`src/rtl/data_memory_arbiter_if.sv`:
```
// rtl/data_memory_arbiter_if.sv - requester and data-memory signals of the two-port data memory arbiter
interface data_memory_arbiter_if #(
  parameter int DATA_WIDTH = 32
);
  logic                  req0, req1;
  logic                  we0, we1;
  logic [DATA_WIDTH-1:0] addr0, addr1;
  logic [DATA_WIDTH-1:0] wdata0, wdata1;
  logic                  ack0, ack1;
  logic                  err0, err1;
  logic [DATA_WIDTH-1:0] rdata0, rdata1;
  logic                  MemWrite, MemRead;
  logic [DATA_WIDTH-1:0] Address, WriteData, ReadData;
  logic                  busy;

  modport slave (
    input  req0, req1, we0, we1, addr0, addr1, wdata0, wdata1, ReadData,
    output ack0, ack1, err0, err1, rdata0, rdata1,
    output MemWrite, MemRead, Address, WriteData, busy
  );

  modport master (
    output req0, req1, we0, we1, addr0, addr1, wdata0, wdata1, ReadData,
    input  ack0, ack1, err0, err1, rdata0, rdata1,
    input  MemWrite, MemRead, Address, WriteData, busy
  );
endinterface

```
`src/rtl/data_memory_arbiter.sv`:
```
// rtl/data_memory_arbiter.sv - two-requester arbiter in front of a single-port data memory
// Define ARB_ROUND_ROBIN_EN to alternate grants on simultaneous requests; otherwise port 0 has fixed priority.
module data_memory_arbiter #(
  parameter int          DATA_WIDTH   = 32,
  parameter int          MEMORY_DEPTH = 1024,
  parameter logic [31:0] BASE_ADDR    = 32'h10010000
) (
  input  logic                  clk,
  input  logic                  reset,
  data_memory_arbiter_if.slave  bus
);
  typedef enum logic [1:0] {IDLE, ACCESS, DONE} state_t;

  // One extra bit so BASE_ADDR + MEMORY_DEPTH cannot wrap at the top of the address space.
  localparam logic [DATA_WIDTH:0] RANGE_LO = (DATA_WIDTH+1)'(BASE_ADDR);
  localparam logic [DATA_WIDTH:0] RANGE_HI = RANGE_LO + (DATA_WIDTH+1)'(MEMORY_DEPTH);

  state_t                state_q, state_d;
  logic                  port_q, port_d;
  logic                  we_q, we_d;
  logic                  err_q, err_d;
  logic [DATA_WIDTH-1:0] addr_q, addr_d;
  logic [DATA_WIDTH-1:0] wdata_q, wdata_d;
  logic [DATA_WIDTH-1:0] rdata0_q, rdata0_d;
  logic [DATA_WIDTH-1:0] rdata1_q, rdata1_d;
  logic                  grant1;
  logic                  in_range;
  logic [DATA_WIDTH-1:0] sel_addr;

`ifdef ARB_ROUND_ROBIN_EN
  logic last_q, last_d;
  assign grant1 = bus.req1 & (~bus.req0 | ~last_q);
`else
  assign grant1 = bus.req1 & ~bus.req0;
`endif

  assign sel_addr = grant1 ? bus.addr1 : bus.addr0;
  assign in_range = ({1'b0, sel_addr} >= RANGE_LO) && ({1'b0, sel_addr} < RANGE_HI);

  always_comb begin
    state_d       = state_q;
    port_d        = port_q;
    we_d          = we_q;
    err_d         = err_q;
    addr_d        = addr_q;
    wdata_d       = wdata_q;
    rdata0_d      = rdata0_q;
    rdata1_d      = rdata1_q;
`ifdef ARB_ROUND_ROBIN_EN
    last_d        = last_q;
`endif
    bus.MemWrite  = 1'b0;
    bus.MemRead   = 1'b0;
    bus.Address   = '0;
    bus.WriteData = '0;
    bus.ack0      = 1'b0;
    bus.ack1      = 1'b0;
    bus.err0      = 1'b0;
    bus.err1      = 1'b0;
    case (state_q)
      IDLE: begin
        if (bus.req0 || bus.req1) begin
          port_d  = grant1;
          we_d    = grant1 ? bus.we1 : bus.we0;
          addr_d  = sel_addr;
          wdata_d = grant1 ? bus.wdata1 : bus.wdata0;
          err_d   = ~in_range;
`ifdef ARB_ROUND_ROBIN_EN
          last_d  = grant1;
`endif
          if (in_range) begin
            state_d = ACCESS;
          end else begin
            // Errored accesses skip the memory and report zero data.
            state_d = DONE;
            if (grant1) rdata1_d = '0;
            else        rdata0_d = '0;
          end
        end
      end
      ACCESS: begin
        bus.MemWrite  = we_q;
        bus.MemRead   = ~we_q;
        bus.Address   = addr_q;
        bus.WriteData = wdata_q;
        state_d       = DONE;
        if (port_q) rdata1_d = we_q ? '0 : bus.ReadData;
        else        rdata0_d = we_q ? '0 : bus.ReadData;
      end
      DONE: begin
        bus.ack0 = ~port_q;
        bus.ack1 = port_q;
        bus.err0 = err_q & ~port_q;
        bus.err1 = err_q & port_q;
        state_d  = IDLE;
      end
      default: state_d = IDLE;
    endcase
  end

  always_ff @(posedge clk or negedge reset) begin
    if (!reset) begin
      state_q  <= IDLE;
      port_q   <= 1'b0;
      we_q     <= 1'b0;
      err_q    <= 1'b0;
      addr_q   <= '0;
      wdata_q  <= '0;
      rdata0_q <= '0;
      rdata1_q <= '0;
`ifdef ARB_ROUND_ROBIN_EN
      last_q   <= 1'b1;
`endif
    end else begin
      state_q  <= state_d;
      port_q   <= port_d;
      we_q     <= we_d;
      err_q    <= err_d;
      addr_q   <= addr_d;
      wdata_q  <= wdata_d;
      rdata0_q <= rdata0_d;
      rdata1_q <= rdata1_d;
`ifdef ARB_ROUND_ROBIN_EN
      last_q   <= last_d;
`endif
    end
  end

  assign bus.rdata0 = rdata0_q;
  assign bus.rdata1 = rdata1_q;
  assign bus.busy   = (state_q != IDLE);
endmodule

```
`src/flat_wrapper.sv`:
```
// flat-port wrapper written by rule: the top's interface ports become plain ports
module data_memory_arbiter_flat 
#(
  parameter int          DATA_WIDTH   = 32,
  parameter int          MEMORY_DEPTH = 1024,
  parameter logic [31:0] BASE_ADDR    = 32'h10010000
)
  (clk, reset, bus_req0, bus_req1, bus_we0, bus_we1, bus_addr0, bus_addr1, bus_wdata0, bus_wdata1, bus_ReadData, bus_ack0, bus_ack1, bus_err0, bus_err1, bus_rdata0, bus_rdata1, bus_MemWrite, bus_MemRead, bus_Address, bus_WriteData, bus_busy);
  data_memory_arbiter_if #(.DATA_WIDTH(DATA_WIDTH)) bus_i ();
  input  logic clk;
  input  logic reset;
  input wire logic [$bits(bus_i.req0)-1:0] bus_req0;
  input wire logic [$bits(bus_i.req1)-1:0] bus_req1;
  input wire logic [$bits(bus_i.we0)-1:0] bus_we0;
  input wire logic [$bits(bus_i.we1)-1:0] bus_we1;
  input wire logic [$bits(bus_i.addr0)-1:0] bus_addr0;
  input wire logic [$bits(bus_i.addr1)-1:0] bus_addr1;
  input wire logic [$bits(bus_i.wdata0)-1:0] bus_wdata0;
  input wire logic [$bits(bus_i.wdata1)-1:0] bus_wdata1;
  input wire logic [$bits(bus_i.ReadData)-1:0] bus_ReadData;
  output wire logic [$bits(bus_i.ack0)-1:0] bus_ack0;
  output wire logic [$bits(bus_i.ack1)-1:0] bus_ack1;
  output wire logic [$bits(bus_i.err0)-1:0] bus_err0;
  output wire logic [$bits(bus_i.err1)-1:0] bus_err1;
  output wire logic [$bits(bus_i.rdata0)-1:0] bus_rdata0;
  output wire logic [$bits(bus_i.rdata1)-1:0] bus_rdata1;
  output wire logic [$bits(bus_i.MemWrite)-1:0] bus_MemWrite;
  output wire logic [$bits(bus_i.MemRead)-1:0] bus_MemRead;
  output wire logic [$bits(bus_i.Address)-1:0] bus_Address;
  output wire logic [$bits(bus_i.WriteData)-1:0] bus_WriteData;
  output wire logic [$bits(bus_i.busy)-1:0] bus_busy;
  assign bus_i.req0 = bus_req0;
  assign bus_i.req1 = bus_req1;
  assign bus_i.we0 = bus_we0;
  assign bus_i.we1 = bus_we1;
  assign bus_i.addr0 = bus_addr0;
  assign bus_i.addr1 = bus_addr1;
  assign bus_i.wdata0 = bus_wdata0;
  assign bus_i.wdata1 = bus_wdata1;
  assign bus_i.ReadData = bus_ReadData;
  assign bus_ack0 = bus_i.ack0;
  assign bus_ack1 = bus_i.ack1;
  assign bus_err0 = bus_i.err0;
  assign bus_err1 = bus_i.err1;
  assign bus_rdata0 = bus_i.rdata0;
  assign bus_rdata1 = bus_i.rdata1;
  assign bus_MemWrite = bus_i.MemWrite;
  assign bus_MemRead = bus_i.MemRead;
  assign bus_Address = bus_i.Address;
  assign bus_WriteData = bus_i.WriteData;
  assign bus_busy = bus_i.busy;
  data_memory_arbiter #(.DATA_WIDTH(DATA_WIDTH), .MEMORY_DEPTH(MEMORY_DEPTH), .BASE_ADDR(BASE_ADDR)) u_core (.clk(clk), .reset(reset), .bus(bus_i));
endmodule
```
`config.mk`:
```
export PLATFORM = sky130hd
export DESIGN_NAME = data_memory_arbiter_flat
export DESIGN_NICKNAME = d
export VERILOG_FILES = /design/src/rtl/data_memory_arbiter_if.sv /design/src/rtl/data_memory_arbiter.sv /design/src/flat_wrapper.sv
export SDC_FILE = /design/constraint.sdc
export NUM_CORES = 1
export LEC_CHECK = 0
export BUFFER_PORTS_ARGS = -buffer_cell sky130_fd_sc_hd__buf_2
export CAP_MARGIN = 20
export CORE_ASPECT_RATIO = 1.4
export CORE_UTILIZATION = 25
export DETAILED_ROUTE_END_ITERATION = 16
export PLACE_DENSITY = 0.47
export SYNTH_ARGS = -nofsm -noshare
export SYNTH_HDL_FRONTEND = slang
export SYNTH_SLANG_ARGS = --single-unit
export TNS_END_PERCENT = 1
```
`constraint.sdc`:
```
create_clock -name clk -period 3.6 [get_ports clk]
set_input_delay 1.08 -clock clk [delete_from_list [all_inputs] [get_ports clk]]
set_output_delay 1.08 -clock clk [all_outputs]
set_load 0.01 [all_outputs]
```
==> results.toml <==
[outcome]
status = "finished clean"

[die]
start_util_pct = 25.7
die_h_um = 191
pin_count = 301
rows = 68
die_width_um = 137
die_area_sq_um = 26200
placeableCoreArea_sq_um = 24800

[timing]
max-slew-margin-rel_pct = 54.7
timing.final.max_slew_violations = 0
skew_ps = 7.90
tightest_slew_ps = 679
finalSetupViolCount = 0
fmax_ghz = 0.338
finalCritPeriodShare_pct = 82.3
tns_ps = 0
rsz0062_at_grt = "false"
finalCriticalPeriod_ps = 2960
hold_viol = 0

[clock_network]
clock-sinks = 133
cts_buffers = 17
cts.clk_slew.worst_paths_ps = 60
cts-root-buf = "clkbuf_16"
cts_tree = "done"
cts_resized = 0
htreeDepth = 4
insertion_delay_ps = 420
cts_setup_buffers = 0
cts_hold_buf = 0
clockBufferDepth = 2

[logic_synthesis]
synth.most_common_cell = "dfrtp_1"
synth_flop_cell = "dfrtp_1"
ys_async_sr_fraction_pct = 100
synth_cells = 626
netlist_area_sq_um = 6390
yosysWarnings = 0
ys_seq_area_share_pct = 52.1
synth_area_leader_cell = "dfrtp_1"
netlist_top_cells_area = "dfrtp_1 (52%), mux2i_1 (10%), and2_1 (6.6%), nand2_1 (5.9%), o21ai_0 (4.6%)"
synth-seq-cells = 133
avgSynthCellArea_sq_um = 10.2
netlist.area_leader.share_pct = 52.1
ys_types = 32
synth_top_cells_by_count = "dfrtp_1 (133), nand2_1 (100), and2_1 (67)"
synth_fp_nets = 792
synth-edff-count = 0

[detailed_routing]
viasPerCell = 4.61
ant_nets = 0
drcViolationCount = 0
vias = 5681
first_iter_violations = 212
drt_pre_antenna_iters = 4
routed_wl_mm = 21.3
wire_per_inst_um = 17.3

[finish]
nNetsFinal = 1071
fin_util_pct = 35.8
drive_above_1_share_pct = 38.2
finalNonFillerCells = 1232
diodes = 0
fin_area_sq_um = 8890
area_growth_pct = 39.2

[placement]
port_buffers = 300
dp.cells = 1201
placed_area_sq_um = 8280
gp_congestion = 0.864
dp_hpwl_mm = 15.5

[power_and_ir_drop]
sequentialPowerShare_pct = 43.2
comb_power_share_pct = 10.7
power_mw = 3.95
switching_power_uw = 979
powerDensity_nw_per_um2 = 444
ir_worst_vdd_mv = 0.316
p_sw_share_pct = 24.8
clockPowerShare_pct = 46.1
power_leakage_nw = 4.94
intPower_mw = 2.97

[worst_setup_path]
path_max_fanout = 56
slowest_delay_ps = 520
slowest_stage = "dfrtp_1"
crit_path_start_kind = "register"
cp-end-kind = "primary output"
path_class = "register to primary output"
required_ps = 2520
cp.arrival_ps = 1880
path_cells = "nor2_4 -> buf_12 -> and2_1 -> buf_2"

[global_route]
grt_pass1_wl_mm = 32.6
antenna_found_initial = 0
grt_max_degree = 134
grt_overflow_total = 0
grt_use_total_pct = 16.8
grt_pass1_vias = 5679

[job]
maxCapViolations = 0

[worst_hold_path]
hold_class = "register to register"
[worst max-delay path: cells and delay by family (launching register included)]
kind | cells | cell delay [ps]
AND/OR/NAND/NOR | 2 | 510
flip-flops | 1 | 520
buffers and inverters | 2 | 400
[final cells by class]
cell class              instances  area (sq um)
inverters                       2          7.51
multi-input cells             437          2860
clock buffers                  23           488
well taps                     315           394
fillers                      2587         16000
clock inverters                 8           123
flip-flops and latches        133          3330
repair buffers                314          1700
[layout by cell type (no fill, tap or decap), drive strengths merged, types with 23 or more instances in the layout]
cell    instances
and2           67
clkbuf         23
dfrtp         133
mux2i          65
o21ai          69
buf           314
nand2         100
a22o           32
a22oi          32
o211ai         32
[power groups by stage]
stage | clock network [mW] | registers [mW] | logic, mW
final | 1.82 | 1.70 | 0.422
after global routing | 1.94 | 1.72 | 0.483
after CTS | 1.89 | 1.71 | 0.435
after detailed placement | 0 | 1.73 | 0.436
after global placement | 0 | 1.73 | 0.426
after floorplan | 0 | 1.70 | 0.225
[metal layers]
metal | GRT usage [%] | vias up | share of wire, % | wire length, um
li1 | - | 2787 | - | -
met1 | 20.0 | 2628 | 42 | 8890
met2 | 27.6 | 241 | 48 | 10200
met3 | 5.09 | 25 | 7.3 | 1560
met4 | 7.48 | 0 | 2.9 | 616
met5 | 0 | - | 0 | 0
[kinds of logic (layout without fill, tap and decap cells)]
| logic type | after synthesis | in the layout | synth area share [%] |
|---|---|---|---|
| DFF | 133 | 133 | 52.1 |
| AOI/OAI and AO/OA | 173 | 173 | 18.1 |
| and+or+nand+nor | 199 | 199 | 15.7 |
| muxes | 65 | 65 | 10.2 |
| buffers and inverters | 56 | 347 | 3.92 |
[through the flow]
step	hold slack (ps)	setup slack, ps
finish	468	638
global route	489	473
CTS	474	552
detailed placement	462	540
global placement	452	544
floorplan	442	1200
[final timing paths]
path / start / cells past startpoint / slack [ps] / endpoint
worst min register to register: u_core.wdata_q[21]$_DFFE_PN0P_ / 2 / 470 / u_core.wdata_q[21]$_DFFE_PN0P_
worst max register to register: u_core.state_q[0]$_DFFE_PN0N_ / 6 / 1420 / u_core.bus.rdata1[9]$_DFFE_PN0P_
min in group asynchronous: reset / 1 / 670 / u_core.wdata_q[6]$_DFFE_PN0P_
worst max-delay path: u_core.state_q[1]$_DFFE_PN0N_ / 4 / 640 / bus_WriteData[25]
max in group asynchronous: reset / 2 / 2200 / u_core.bus.rdata1[9]$_DFFE_PN0P_
worst min-delay path: u_core.wdata_q[21]$_DFFE_PN0P_ / 2 / 470 / u_core.wdata_q[21]$_DFFE_PN0P_
[sequential cells by signal (all words and copies together) (netlist names)]
register / cells
u_core.bus.rdata1: 32
u_core.addr_q: 32
u_core.wdata_q: 32
u_core.port_q: 1
u_core.state_q: 2
u_core.err_q: 1
u_core.bus.rdata0: 32
u_core.we_q: 1
Note: power is estimated with default switching activity, not from simulation.
